<file path="src/rtl/prog_loader_if.sv">
// Byte-stream input and program-RAM write port of the serial program loader.
// The loader is the slave side; the source/RAM environment is the master side.
interface prog_loader_if #(
  parameter int ROM_WIDTH  = 21,
  parameter int ADDR_WIDTH = 16
);
  logic                  in_valid;
  logic [7:0]            in_data;
  logic                  in_ready;
  logic                  wr_en;
  logic [ADDR_WIDTH-1:0] wr_addr;
  logic [ROM_WIDTH-1:0]  wr_data;

  modport master (
    output in_valid, in_data,
    input  in_ready, wr_en, wr_addr, wr_data
  );

  modport slave (
    input  in_valid, in_data,
    output in_ready, wr_en, wr_addr, wr_data
  );
endinterface

</file>
<file path="src/rtl/prog_loader.sv">
// Serial program loader: parses a length-prefixed, XOR-checksummed byte image
// into instruction words and writes them into program RAM, holding the CPU meanwhile.
module prog_loader #(
  parameter int ROM_WIDTH  = 21,
  parameter int ADDR_WIDTH = 16,
  parameter int DEPTH      = 1024,
  parameter int BASE_ADDR  = 0
) (
  input  logic           clk,
  input  logic           rst,
  input  logic           start,
  prog_loader_if.slave   bus,
  output logic           busy,
  output logic           done,
  output logic           error,
  output logic           cpu_hold
);

  typedef enum logic [2:0] {
    IDLE, LEN_HI, LEN_LO, DATA, CHK, DONE, ERR
  } state_t;

  // Bits of the first word byte at or above this position must be zero.
  localparam int HI_SHIFT = (ROM_WIDTH > 16) ? ROM_WIDTH - 16 : 0;
  localparam logic [16:0]           DEPTH_L = 17'(DEPTH);
  localparam logic [ADDR_WIDTH-1:0] BASE_L  = ADDR_WIDTH'(BASE_ADDR);

  state_t      state, next_state;
  logic [7:0]  csum;
  logic [7:0]  len_hi;
  logic [15:0] n_words;
  logic [15:0] word_cnt;
  logic [1:0]  byte_cnt;
  logic [7:0]  b0, b1;

  logic        accept;
  logic        start_ok;
  logic        hi_bad;
  logic [15:0] len_word;

  assign accept   = bus.in_valid && bus.in_ready;
  assign start_ok = start && (state == IDLE || state == DONE || state == ERR);
  assign hi_bad   = |(bus.in_data >> HI_SHIFT);
  assign len_word = {len_hi, bus.in_data};

  always_comb begin
    next_state = state;
    case (state)
      IDLE, DONE, ERR: if (start) next_state = LEN_HI;
      LEN_HI:          if (accept) next_state = LEN_LO;
      LEN_LO: begin
        if (accept) begin
          if (len_word == 16'd0)               next_state = CHK;
          else if ({1'b0, len_word} > DEPTH_L) next_state = ERR;
          else                                 next_state = DATA;
        end
      end
      DATA: begin
        if (accept) begin
          if (byte_cnt == 2'd0 && hi_bad)
            next_state = ERR;
          else if (byte_cnt == 2'd2 && (word_cnt + 16'd1) == n_words)
            next_state = CHK;
        end
      end
      CHK: if (accept) next_state = ((csum ^ bus.in_data) == 8'd0) ? DONE : ERR;
      default: next_state = IDLE;
    endcase
  end

  // Status outputs are registered from the next state so they track the state register exactly.
  always_ff @(posedge clk or posedge rst) begin
    if (rst) begin
      state        <= IDLE;
      bus.in_ready <= 1'b0;
      busy         <= 1'b0;
      cpu_hold     <= 1'b0;
      done         <= 1'b0;
      error        <= 1'b0;
    end else begin
      state        <= next_state;
      bus.in_ready <= (next_state == LEN_HI || next_state == LEN_LO ||
                       next_state == DATA   || next_state == CHK);
      busy         <= (next_state == LEN_HI || next_state == LEN_LO ||
                       next_state == DATA   || next_state == CHK);
      cpu_hold     <= (next_state != IDLE && next_state != DONE);
      done         <= (next_state == DONE);
      error        <= (next_state == ERR);
    end
  end

  always_ff @(posedge clk or posedge rst) begin
    if (rst) begin
      bus.wr_en   <= 1'b0;
      bus.wr_addr <= BASE_L;
      bus.wr_data <= '0;
      csum        <= 8'd0;
      len_hi      <= 8'd0;
      n_words     <= 16'd0;
      word_cnt    <= 16'd0;
      byte_cnt    <= 2'd0;
      b0          <= 8'd0;
      b1          <= 8'd0;
    end else begin
      bus.wr_en <= 1'b0;
      if (bus.wr_en) bus.wr_addr <= bus.wr_addr + 1'b1;
      if (start_ok) begin
        bus.wr_addr <= BASE_L;
        csum        <= 8'd0;
        word_cnt    <= 16'd0;
        byte_cnt    <= 2'd0;
      end
      if (accept) begin
        csum <= csum ^ bus.in_data;
        case (state)
          LEN_HI: len_hi  <= bus.in_data;
          LEN_LO: n_words <= len_word;
          DATA: begin
            case (byte_cnt)
              2'd0: begin b0 <= bus.in_data; byte_cnt <= 2'd1; end
              2'd1: begin b1 <= bus.in_data; byte_cnt <= 2'd2; end
              default: begin
                byte_cnt    <= 2'd0;
                word_cnt    <= word_cnt + 16'd1;
                bus.wr_en   <= 1'b1;
                bus.wr_data <= ROM_WIDTH'({b0, b1, bus.in_data});
              end
            endcase
          end
          default: ;
        endcase
      end
    end
  end

endmodule

</file>
<file path="src/flat_wrapper.sv">
// flat-port wrapper written by rule: the top's interface ports become plain ports
module prog_loader_flat 
#(
  parameter int ROM_WIDTH  = 21,
  parameter int ADDR_WIDTH = 16,
  parameter int DEPTH      = 1024,
  parameter int BASE_ADDR  = 0
)
  (clk, rst, start, busy, done, error, cpu_hold, bus_in_valid, bus_in_data, bus_in_ready, bus_wr_en, bus_wr_addr, bus_wr_data);
  prog_loader_if #(.ROM_WIDTH(ROM_WIDTH), .ADDR_WIDTH(ADDR_WIDTH)) bus_i ();
  input  logic clk;
  input  logic rst;
  input  logic start;
  output logic busy;
  output logic done;
  output logic error;
  output logic cpu_hold;
  input wire logic [$bits(bus_i.in_valid)-1:0] bus_in_valid;
  input wire logic [$bits(bus_i.in_data)-1:0] bus_in_data;
  output wire logic [$bits(bus_i.in_ready)-1:0] bus_in_ready;
  output wire logic [$bits(bus_i.wr_en)-1:0] bus_wr_en;
  output wire logic [$bits(bus_i.wr_addr)-1:0] bus_wr_addr;
  output wire logic [$bits(bus_i.wr_data)-1:0] bus_wr_data;
  assign bus_i.in_valid = bus_in_valid;
  assign bus_i.in_data = bus_in_data;
  assign bus_in_ready = bus_i.in_ready;
  assign bus_wr_en = bus_i.wr_en;
  assign bus_wr_addr = bus_i.wr_addr;
  assign bus_wr_data = bus_i.wr_data;
  prog_loader #(.ROM_WIDTH(ROM_WIDTH), .ADDR_WIDTH(ADDR_WIDTH), .DEPTH(DEPTH), .BASE_ADDR(BASE_ADDR)) u_core (.clk(clk), .rst(rst), .start(start), .bus(bus_i), .busy(busy), .done(done), .error(error), .cpu_hold(cpu_hold));
endmodule
</file>
<file path="config.mk">
export PLATFORM = sky130hd
export DESIGN_NAME = prog_loader_flat
export DESIGN_NICKNAME = d
export VERILOG_FILES = /design/src/rtl/prog_loader_if.sv /design/src/rtl/prog_loader.sv /design/src/flat_wrapper.sv
export SDC_FILE = /design/constraint.sdc
export NUM_CORES = 1
export LEC_CHECK = 0
export ABC_AREA = 1
export BUFFER_PORTS_ARGS = -buffer_cell sky130_fd_sc_hd__buf_2
export CORE_ASPECT_RATIO = 0.7
export CORE_MARGIN = 1
export CORE_UTILIZATION = 30
export CTS_CLUSTER_SIZE = 25
export DETAILED_ROUTE_END_ITERATION = 6
export GPL_TIMING_DRIVEN = 0
export SYNTH_ARGS = -nofsm -noshare
export SYNTH_HDL_FRONTEND = slang
export SYNTH_SLANG_ARGS = --single-unit
</file>
<file path="constraint.sdc">
create_clock -name clk -period 3.9 [get_ports clk]
set_clock_uncertainty 0.1 [all_clocks]
set_input_delay 0.39 -clock clk [delete_from_list [all_inputs] [get_ports clk]]
set_output_delay 0.39 -clock clk [all_outputs]
set_load 0.005 [all_outputs]
</file>
# Word-level counts from Yosys, hierarchy flattened

Index checks and enable logic that the tools add are counted.

Register bits after elaboration: 108
Latch bits: 0
Bits in writable memories: 0
Memory bits (read-only): 0
Input bits: 12
Output and inout bits: 43
Memories: 0

$add $sub $neg: 2
$mul: 0
Div/mod/pow operators: 0
Magnitude comparators: 1
Equal/unequal tests: 16
Shift operators: 0
Mux-type cells: 26
Bitwise logic cells: 2
Reductions and logical operators: 25

Operators with widths:

| cell                                                                    | count |
|---|---|
| 16-bit two-way mux                                                      | 6 |
| 16-bit by 1-bit adder with 16-bit output (second input constant)        | 2 |
| 3-bit two-way mux                                                       | 9 |
| 3-bit equality test (second input constant)                             | 6 |
| 16-bit equality test                                                    | 1 |
| 16-bit by 11-bit > comparator with 1-bit output (second input constant) | 1 |
| 16-bit logical NOT                                                      | 1 |
| 8-bit two-way mux                                                       | 2 |
| 3-bit one-hot mux with 5 select lines                                   | 1 |
| 3-bit by 2-bit equality test with 1-bit output (second input constant)  | 4 |
| 3-bit AND reduction                                                     | 3 |
| 8-bit logical NOT                                                       | 1 |
| 2-bit two-way mux                                                       | 4 |
| 8-bit bitwise XOR                                                       | 1 |
| 3-bit by 1-bit equality test with 1-bit output (second input constant)  | 2 |
| 3-bit OR reduction                                                      | 2 |
| 1-bit logical AND                                                       | 5 |
| 1-bit logical OR                                                        | 5 |
| 2-bit one-hot mux with 2 select lines                                   | 1 |
| 2-bit AND reduction                                                     | 2 |
| 2-bit nonzero test                                                      | 2 |
| 3-bit logical NOT                                                       | 1 |
| 1-bit two-way mux                                                       | 3 |
| 3-bit inequality test (second input constant)                           | 1 |
| other kinds (6)                                                         | 6 |

# Longest topological paths before layout

Gate-level depths: netlist of run 1.

Depth after elaboration: 11
Gate-level depth with buffers: 19
Gate-level depth less buffers: 19

# Worst setup path before layout of run 1

OpenSTA, ideal clock, no wires.

Kind: register to register
From: register u_core.word_cnt[0]
To: register u_core.bus.in_ready
Library setup time: 0.118 ns
Arrival time: 1.861 ns
Required time: 3.682 ns
Setup slack: 1.821 ns
Cell stages (with the launch flop): 15
Period minus slack after synthesis: 2.079 ns
Cells stage by stage: dfrtp_1 ha_1 nand2_1 nor2_4 nand3_1 xnor3_1 nand2_1 nor2_1 nand3_2 nand2_1 nand2_1 a21oi_2 nand2_1 nand2_1 nand2_1

Word-level cells in the longest chain between the ends: 11

RTL lines:

| what                                                                                                             | RTL line             | source |
|---|---|---|
| start, declared                                                                                                  | prog_loader.sv:32    | `logic [15:0] word_cnt;` |
| start signal, assigned                                                                                           | prog_loader.sv:124   | `word_cnt <= word_cnt + 16'd1;` |
| 16-bit by 1-bit adder with 16-bit output (*)                                                                     | prog_loader.sv:62    | `else if (byte_cnt == 2'd2 && (word_cnt + 16'd1) == n_words)` |
| 16-bit equality test (*)                                                                                         | prog_loader.sv:62    |  |
| 1-bit logical AND (*)                                                                                            | prog_loader.sv:62    |  |
| 3-bit two-way mux (*)                                                                                            | prog_loader.sv:62    |  |
| 3-bit two-way mux (*)                                                                                            | prog_loader.sv:60    | `if (byte_cnt == 2'd0 && hi_bad)` |
| 3-bit two-way mux (*)                                                                                            | prog_loader.sv:59    | `if (accept) begin` |
| 3-bit one-hot mux with 5 select lines (*)                                                                        | prog_loader.sv:48    | `case (state)` |
| 3-bit by 1-bit equality test with 1-bit output or 3-bit by 2-bit equality test with 1-bit output (tied branches) | prog_loader.sv:82    | `bus.in_ready <= (next_state == LEN_HI \|\| next_state == LEN_LO \|\|` |
| 1-bit logical OR (2 in a row)                                                                                    | prog_loader.sv:82    |  |
| 1-bit logical OR (*)                                                                                             | prog_loader.sv:83    | `next_state == DATA \|\| next_state == CHK);` |
| end signal, assigned                                                                                             | prog_loader.sv:82    |  |
| end, declared                                                                                                    | prog_loader_if.sv:21 | `output in_ready, wr_en, wr_addr, wr_data` |

Mark *: on every way between the ends. The rest lies on a longest branch, timed or not.
A chain may end at the register's enable or synchronous reset.

# Worst setup path in the final report of run 1

From: register u_core.word_cnt[0]
To: register u_core.cpu_hold

Word-level cells in the longest chain between the ends: 9

RTL lines:

| what                                                        | RTL line          | source |
|---|---|---|
| 16-bit by 1-bit adder with 16-bit output (*)                | prog_loader.sv:62 |  |
| 16-bit equality test (*)                                    | prog_loader.sv:62 |  |
| 1-bit logical AND (*)                                       | prog_loader.sv:62 |  |
| 3-bit two-way mux (*)                                       | prog_loader.sv:62 |  |
| 3-bit two-way mux (*)                                       | prog_loader.sv:60 |  |
| 3-bit two-way mux (*)                                       | prog_loader.sv:59 |  |
| 3-bit one-hot mux with 5 select lines (*)                   | prog_loader.sv:48 |  |
| 3-bit inequality test or 3-bit nonzero test (tied branches) | prog_loader.sv:86 | `cpu_hold <= (next_state != IDLE && next_state != DONE);` |
| 1-bit logical AND (*)                                       | prog_loader.sv:86 |  |
| end signal, assigned                                        | prog_loader.sv:86 |  |
| end, declared                                               | prog_loader.sv:16 | `output logic cpu_hold` |

Marks and branches as above.

==> results of run 1 <==
==> final cells by class <==
cell class,instances,area [um2],share of cell area (%)
Clock buffer,9,225.2,3.670
Inverter,82,310.3,5.057
Timing Repair Buffer,55,297.8,4.853
Clock inverter,7,66.31,1.081
Multi-Input combinational cell,459,2173,35.42
Buffer,18,71.32,1.162
Sequential cell,108,2703,44.05
Tap cell,231,289.0,4.710
==> worst max-delay path, stage by stage (launching register included) <==
cell     delay, ns
dfrtp_1       0.48
ha_1          0.27
nand3_1       0.15
nor2_1        0.26
nand3_1       0.11
nand2_1       0.09
nand2_1       0.08
nand2_1       0.06
nand3_1       0.10
nor2_1        0.16
nand3_2       0.12
nand2_1       0.09
nand2_1       0.06
a21oi_2       0.18
nand2_1       0.08
nand2_1       0.08
nand2_1       0.05
==> cell families (layout without fill, tap and decap cells) <==
family | count (synthesis) | count (layout) | synth area share, %
compound gates | 92 | 92 | 9.357
flops | 108 | 108 | 51.43
buf+inv | 100 | 171 | 7.214
simple gates | 348 | 348 | 28.43
fa+ha+maj | 2 | 2 | 0.4761
xor+xnor | 17 | 17 | 3.095
==> worst max-delay path by stage <==
stage,to,cells after the start
2_1_floorplan,u_core.b0[0],1
3_3_place_gp,u_core.bus.wr_addr[5],2
3_5_place_dp,u_core.cpu_hold,16
4_1_cts,u_core.cpu_hold,16
5_1_grt,u_core.bus.in_ready,16
6_report,u_core.cpu_hold,16
==> per-stage QoR <==
stage | hold WS (ns) | utilization [%] | instance area [um2] | TNS [ns] | worst slack (ns)
2_1_floorplan | 0.3492 | - | 5255 | 0 | 0.5644
3_3_place_gp | 0.3498 | 33.87 | 5814 | -100.33 | -0.9375
3_5_place_dp | 0.3539 | 34.05 | 5844 | 0 | 1.337
4_1_cts | 0.08695 | 35.74 | 6136 | 0 | 1.307
5_1_grt | 0.1225 | 35.74 | 6136 | 0 | 1.020
6_report | 0.06037 | 35.74 | 6136 | 0 | 1.272
==> metal layers <==
metal	track usage, %	vias up
li1	-	2271
met1	25.13	2139
met2	21.04	118
met3	3.519	11
met4	3.111	0
met5	0	-
==> layout by cell type (no fill, tap or decap), types with 2 or more instances in the layout <==
master     synthesis  layout
a21oi_1           10      10
a31oi_1            2       2
buf_1              2       2
buf_2              0      54
clkbuf_1          15      15
clkbuf_16          0       9
dfrtp_1          108     108
ha_1               2       2
inv_1             82      81
inv_6              0       3
nand2_1          214     214
nand2_2            3       3
nand3_1           50      50
nand3_2            2       2
nand3b_1           4       4
nand4_1           15      15
nor2_1            42      42
nor2_2             3       3
nor2_4             3       3
nor3_1            10      10
o21ai_0           65      65
o22ai_1            8       8
xnor2_1            6       6
xor2_1            10      10
==> sequential cells by signal, summed over array words and instances (netlist names) <==
signal,cells
u_core.csum,8
u_core.cpu_hold,1
u_core.word_cnt,16
u_core.b1,8
u_core.len_hi,8
u_core.bus.wr_en,1
u_core.n_words,16
u_core.bus.wr_data,21
u_core.b0,5
u_core.bus.wr_addr,16
u_core.error,1
u_core.done,1
u_core.byte_cnt,2
u_core.state,3
u_core.bus.in_ready,1
==> report_power, final <==
group | internal [mW] | switching (mW)
sequential | 1.37 | 0.174
combinational | 0.316 | 0.591
clock | 0.450 | 0.455
total | 2.14 | 1.22
==> impl_metrics.py, run 1 <==
metrics = {
    "status": {
        "status": "completed",
    },
    "grt": {
        "grt.total_usage_pct": 15.68,
        "grt_pass1_vias": 4183,
        "grt_pass1_wl_mm": 22.22,
        "grt_max_degree": 58,
        "antenna_found_initial": 0,
        "overflow": 0,
    },
    "power_and_ir_drop": {
        "power.total_mw": 3.359,
        "p_leak_nw": 3.036,
        "power.density_nw_per_um2": 547.5,
        "worst_ir_drop_vdd_mv": 0.2198,
    },
    "cts": {
        "numCtsBuffers": 9,
        "post_cts_buffers": 0,
        "cts_sinks": 108,
        "clk_pin_slew_worst_paths_ns": 0.08,
        "hold_buffers": 0,
        "h-tree-depth": 3,
        "post_cts_resized": 0,
        "clockBufferDepth": 2,
        "cts_tree": "yes",
        "clk_latency_ns": 0.35,
        "clockRootBuffer": "clkbuf_16",
    },
    "routing": {
        "antenna_left": 0,
        "met1Wirelength_mm": 7.426,
        "drtIter0Drc": 413,
        "wirelength_mm": 13.51,
        "vias": 4539,
        "via_per_inst": 4.684,
        "wl_met3_um": 781,
        "drc": 0,
        "dr.pass1.iters": 5,
        "wl_per_cell_um": 13.95,
        "top_layer": "met4",
        "dr_wl_met2_mm": 5.208,
    },
    "setup_path": {
        "worstSetupEndpointType": "flip-flop",
        "critPathKind": "flip-flop to flip-flop",
        "crit_start": "u_core.word_cnt[0]",
        "r2r-end": "u_core.cpu_hold",
        "crit_required_ns": 4.04,
        "setup.worst_path.start_class": "flip-flop",
        "r2r_cells": 16,
        "cp_data_arrival_time_ns": 2.77,
        "reg2reg_slack_ns": 1.27,
        "crit_fanout": 6,
        "rr_startpoint": "u_core.word_cnt[0]",
    },
    "synth": {
        "synthesis.area_um2": 5255,
        "synth_top_area_share_pct": 51.43,
        "syn_inst": 667,
        "synthArstFlopShare_pct": 100.0,
        "syn-num-nets": 681,
        "yosysMostFrequentCell": "nand2_1",
        "ys_warn_count": 0,
        "yosysSeqAreaShare_pct": 51.43,
        "netlist_top_cells_area": "dfrtp_1 51%, nand2_1 15%, o21ai_0 6.2%, inv_1 5.9%, nand3_1 4.8%",
        "yosys-top-cells-count": "214 x nand2_1, 108 x dfrtp_1, 82 x inv_1, 65 x o21ai_0, 50 x nand3_1",
        "syn_avg_cell_area_um2": 7.879,
        "synth-edff-count": 0,
        "synth_top_area_cell": "dfrtp_1",
        "synthFlopType": "dfrtp_1",
        "yosys.cell_types.count": 32,
        "ys_seq_elements": 108,
    },
    "place": {
        "dp_cells": 953,
        "numPortBuffers": 54,
        "dp_hpwl_mm": 10.08,
        "gp_congestion": 0.8531,
    },
    "layout": {
        "final_cells": 969,
        "syn_to_final_growth_pct": 16.76,
        "diodes": 0,
        "fillCellCount": 1796,
        "layout-drive-gt1-share_pct": 11.79,
        "fin_nets": 747,
    },
    "floorplan": {
        "row_count": 40,
        "core_um2": 17170,
        "die_area_um2": 18060,
        "initial_utilization_pct": 30.61,
        "fp.dieH_um": 112.7,
        "pin_count": 55,
        "die_x_um": 160.2,
    },
    "job": {
        "cap_violations": 0,
    },
    "timing": {
        "worst_pin_slew_ns": 0.7170,
        "min_period_ns": 2.628,
        "slew_violations": 0,
        "fin_crit_sh_pct": 67.38,
        "fmax_mhz": 380.5,
        "finalSetupViolations": 0,
        "finalHoldViolCount": 0,
        "rsz0062_at_grt": "no",
        "relSlewSlack_pct": 52.20,
    },
    "worst_hold_path": {
        "hold_path.class": "input port to asynchronous set/reset pin",
    },
}
Note: power is estimated with default switching activity, not from simulation.
==> run 2: changes to the inputs <==
--- a/config.mk
+++ b/config.mk
@@ -5,7 +5,7 @@
 export SDC_FILE = /design/constraint.sdc
 export NUM_CORES = 1
 export LEC_CHECK = 0
-export ABC_AREA = 1
+export ABC_AREA = 0
 export BUFFER_PORTS_ARGS = -buffer_cell sky130_fd_sc_hd__buf_2
 export CORE_ASPECT_RATIO = 0.7
 export CORE_MARGIN = 1
==> constraint.sdc (replaced) <==
create_clock -name clk -period 2.5 [get_ports clk]
set_clock_uncertainty 0.1 [all_clocks]
set_input_delay 0.25 -clock clk [delete_from_list [all_inputs] [get_ports clk]]
set_output_delay 0.25 -clock clk [all_outputs]
set_load 0.005 [all_outputs]
==> run 2 against run 1 <==
  * The run now ends with setup timing left
  * Register-to-register slack worse by 1.8 ns
  * Sequential power is 63% higher
  * Die area is 3.1% higher
  * Synthesized area is 3.2% higher
  * Sequential share of layout area is 2.8 points lower
  * Synthesized cell count is 17% lower
  * Clock power is 66% higher
  * Design area is 6.8% higher
  * Via count is 5.3% lower
  * Cell count is 12% lower
  * Clock-buffer cell count stayed put
  * Core utilization is 1.9 points higher
  * Critical path type unchanged
  * Critical endpoint is now u_core.state[1]
  * Largest power group unchanged
  * Highest routed layer unchanged
==> impl_metrics.py, run 2 <==
metrics = {
    "synth": {
        "synthesis.area_um2": 5421,
        "netlist_top_cells_area": "dfrtp_1 50%, nand2_1 7.7%, mux2_2 7.7%, o21ai_0 4.2%, xor2_1 4.0%",
        "synth-edff-count": 0,
        "yosys.cell_types.count": 54,
        "yosysMostFrequentCell": "nand2_1",
        "yosysSeqAreaShare_pct": 49.85,
        "syn-num-nets": 569,
        "synth_top_area_cell": "dfrtp_1",
        "synthFlopType": "dfrtp_1",
        "yosys-top-cells-count": "111 x nand2_1, 108 x dfrtp_1, 46 x o21ai_0, 40 x nor2_1, 37 x mux2_2",
        "ys_seq_elements": 108,
        "syn_inst": 555,
        "ys_warn_count": 0,
        "syn_avg_cell_area_um2": 9.768,
        "synth_top_area_share_pct": 49.85,
        "synthArstFlopShare_pct": 100.0,
    },
    "setup_path": {
        "setup.worst_path.start_class": "flip-flop",
        "crit_path_top_delay_cell": "or4_4",
        "worstSetupEndpointType": "flip-flop",
        "r2r_cells": 9,
        "worstPathCellList": "ha_2 -> buf_6 -> nand2_8 -> or3_4 -> a2111oi_4 -> o2111ai_2 -> or4_4 -> or4_4 -> and2_1",
        "crit_fanout": 5,
        "critPathKind": "flip-flop to flip-flop",
        "cp_common_cell": "or4_4",
        "crit_required_ns": 2.65,
        "cp_data_arrival_time_ns": 3.19,
        "slowest_delay_ns": 0.48,
    },
    "routing": {
        "dr.pass1.iters": 4,
        "wirelength_mm": 13.35,
        "antenna_left": 0,
        "via_per_inst": 5.016,
        "drtIter0Drc": 262,
        "vias": 4299,
        "drc": 0,
        "wl_per_cell_um": 15.57,
    },
    "grt": {
        "grt_max_degree": 37,
        "overflow": 0,
        "grt.total_usage_pct": 15.44,
        "grt_pass1_vias": 4065,
        "grt_pass1_wl_mm": 22.32,
        "antenna_found_initial": 0,
    },
    "power_and_ir_drop": {
        "power.density_nw_per_um2": 855.9,
        "power.total_mw": 5.608,
        "worst_ir_drop_vdd_mv": 0.4517,
        "p_leak_nw": 3.060,
    },
    "timing": {
        "slew_violations": 0,
        "rsz0062_at_grt": "yes",
        "finalHoldViolCount": 0,
        "min_period_ns": 3.042,
        "worst_pin_slew_ns": 0.8042,
        "fin_crit_sh_pct": 121.7,
        "holdWs_ns": 0.2252,
        "relSlewSlack_pct": 45.82,
        "fmax_mhz": 328.8,
        "fin_ws_ns": -0.5416,
        "finalSetupViolations": 4,
    },
    "floorplan": {
        "initial_utilization_pct": 31.13,
        "fp.dieH_um": 114.5,
        "die_area_um2": 18620,
        "pin_count": 55,
        "die_x_um": 162.7,
        "core_um2": 17420,
        "row_count": 40,
    },
    "layout": {
        "diodes": 0,
        "largest-register": "u_core.bus.wr_data",
        "layout-drive-gt1-share_pct": 25.72,
        "fin_nets": 635,
        "largest_reg_flops": 21,
        "design_area_um2": 6553,
        "mostFrequentLayoutCells": "110 x nand2_1, 107 x dfrtp_1, 48 x buf_2",
        "syn_to_final_growth_pct": 20.86,
        "final_cells": 857,
        "layout_commonest_cell": "nand2_1",
        "fillCellCount": 1782,
    },
    "worst_hold_path": {
        "whs_path_depth": 3,
        "hold_path.class": "input port to flip-flop",
    },
    "cts": {
        "h-tree-depth": 3,
        "numCtsBuffers": 9,
        "cts_sinks": 108,
        "cts_tree": "yes",
        "clockRootBuffer": "clkbuf_16",
        "clk_latency_ns": 0.37,
        "clk_pin_slew_worst_paths_ns": 0.09,
        "clockBufferDepth": 2,
    },
    "job": {
        "cap_violations": 0,
    },
    "place": {
        "numPortBuffers": 46,
        "gp_congestion": 0.8786,
        "place_area_um2": 6025,
        "dp_cells": 835,
        "dp_hpwl_mm": 9.307,
        "dp_slack_ns": -0.6848,
    },
    "status": {
        "violations": "setup timing",
        "status": "complete, but fails checks",
    },
}
-- run 2: cell count changes after synthesis, sizes merged, moves of 7 or more --
cell,change
and2,+8
and3,+10
clkbuf,+17
inv,-79
mux2,+37
nand2,-105
nand3,-34
nor2,-8
nor4,+7
o21ai,-21
o22ai,-8
o31ai,+9
xnor2,+9
xor2,+15
-- run 2: logic make-up after synthesis --
family | count (synthesis) | share of synthesized area, %
adders and majority gates | 2 | 0.4615
and+or+nand+nor | 230 | 20.03
muxes | 40 | 8.239
buffers and inverters | 44 | 3.900
xor gates and xnor gates | 41 | 6.901
DFF | 108 | 49.85
AOI/OAI and AO/OA | 90 | 10.62
-- run 2: worst paths after layout --
| path | from | to | slack (ns) |
|---|---|---|---|
| max reg2reg | u_core.word_cnt[1] | u_core.state[1] | -0.54 |
| min reg2reg | u_core.b0[4] | u_core.bus.wr_data[20] | 0.37 |
| max | u_core.word_cnt[1] | u_core.state[1] | -0.54 |
| max in group asynchronous | rst | u_core.state[0] | 1.18 |
| min in group asynchronous | rst | u_core.bus.wr_data[18] | 0.35 |
| min | bus_in_data[6] | u_core.bus.wr_data[6] | 0.23 |
-- run 2: cell type report --
cell class	instances	area (um2)	share of cell area [%]
buffer	36	190.2	2.902
clock buffer	9	225.2	3.437
clock inverter	7	96.34	1.470
inverter	3	15.01	0.2291
multi-input combinational	403	2646	40.39
sequential	108	2704	41.26
tap	231	289.0	4.411
timing repair buffer	60	386.6	5.900
-- run 2: through the flow --
stage	util, %	TNS, ns
detailed placement	34.59	-18.80
global route	37.62	-2.378
floorplan	-	-0.6700
CTS	37.18	-1.867
finish	37.62	-1.940
global placement	34.20	-18.17
-- run 2: metal layers --
metal | GRT usage (%) | routed length, um
met1 | 24.04 | 6923
met2 | 20.68 | 5488
met3 | 3.513 | 761
met4 | 4.798 | 173
met5 | 0 | 0
-- run 2: critical path, delay by kind of cell (launching register included) --
family / cells / cell delay, ns
AND/OR/NAND/NOR: 5 / 1.54
adder cells (fa/ha/maj): 1 / 0.18
AO/OA/AOI/OAI: 2 / 0.59
buffers and inverters: 1 / 0.13
flip-flops: 1 / 0.38
-- run 2: where the power goes --
| part | internal (mW) | switching (mW) |
|---|---|---|
| clock network | 0.732 | 0.770 |
| registers | 2.18 | 0.347 |
| logic | 0.756 | 0.828 |
| total | 3.66 | 1.95 |
-- run 2: timing repair --
item,in CTS,in global routing
setup buffers,7,4
gates resized for setup,19,18
hold endpoints to repair,19,0
setup endpoints to repair,64,56
pin swaps,4,4
hold buffers,1,0
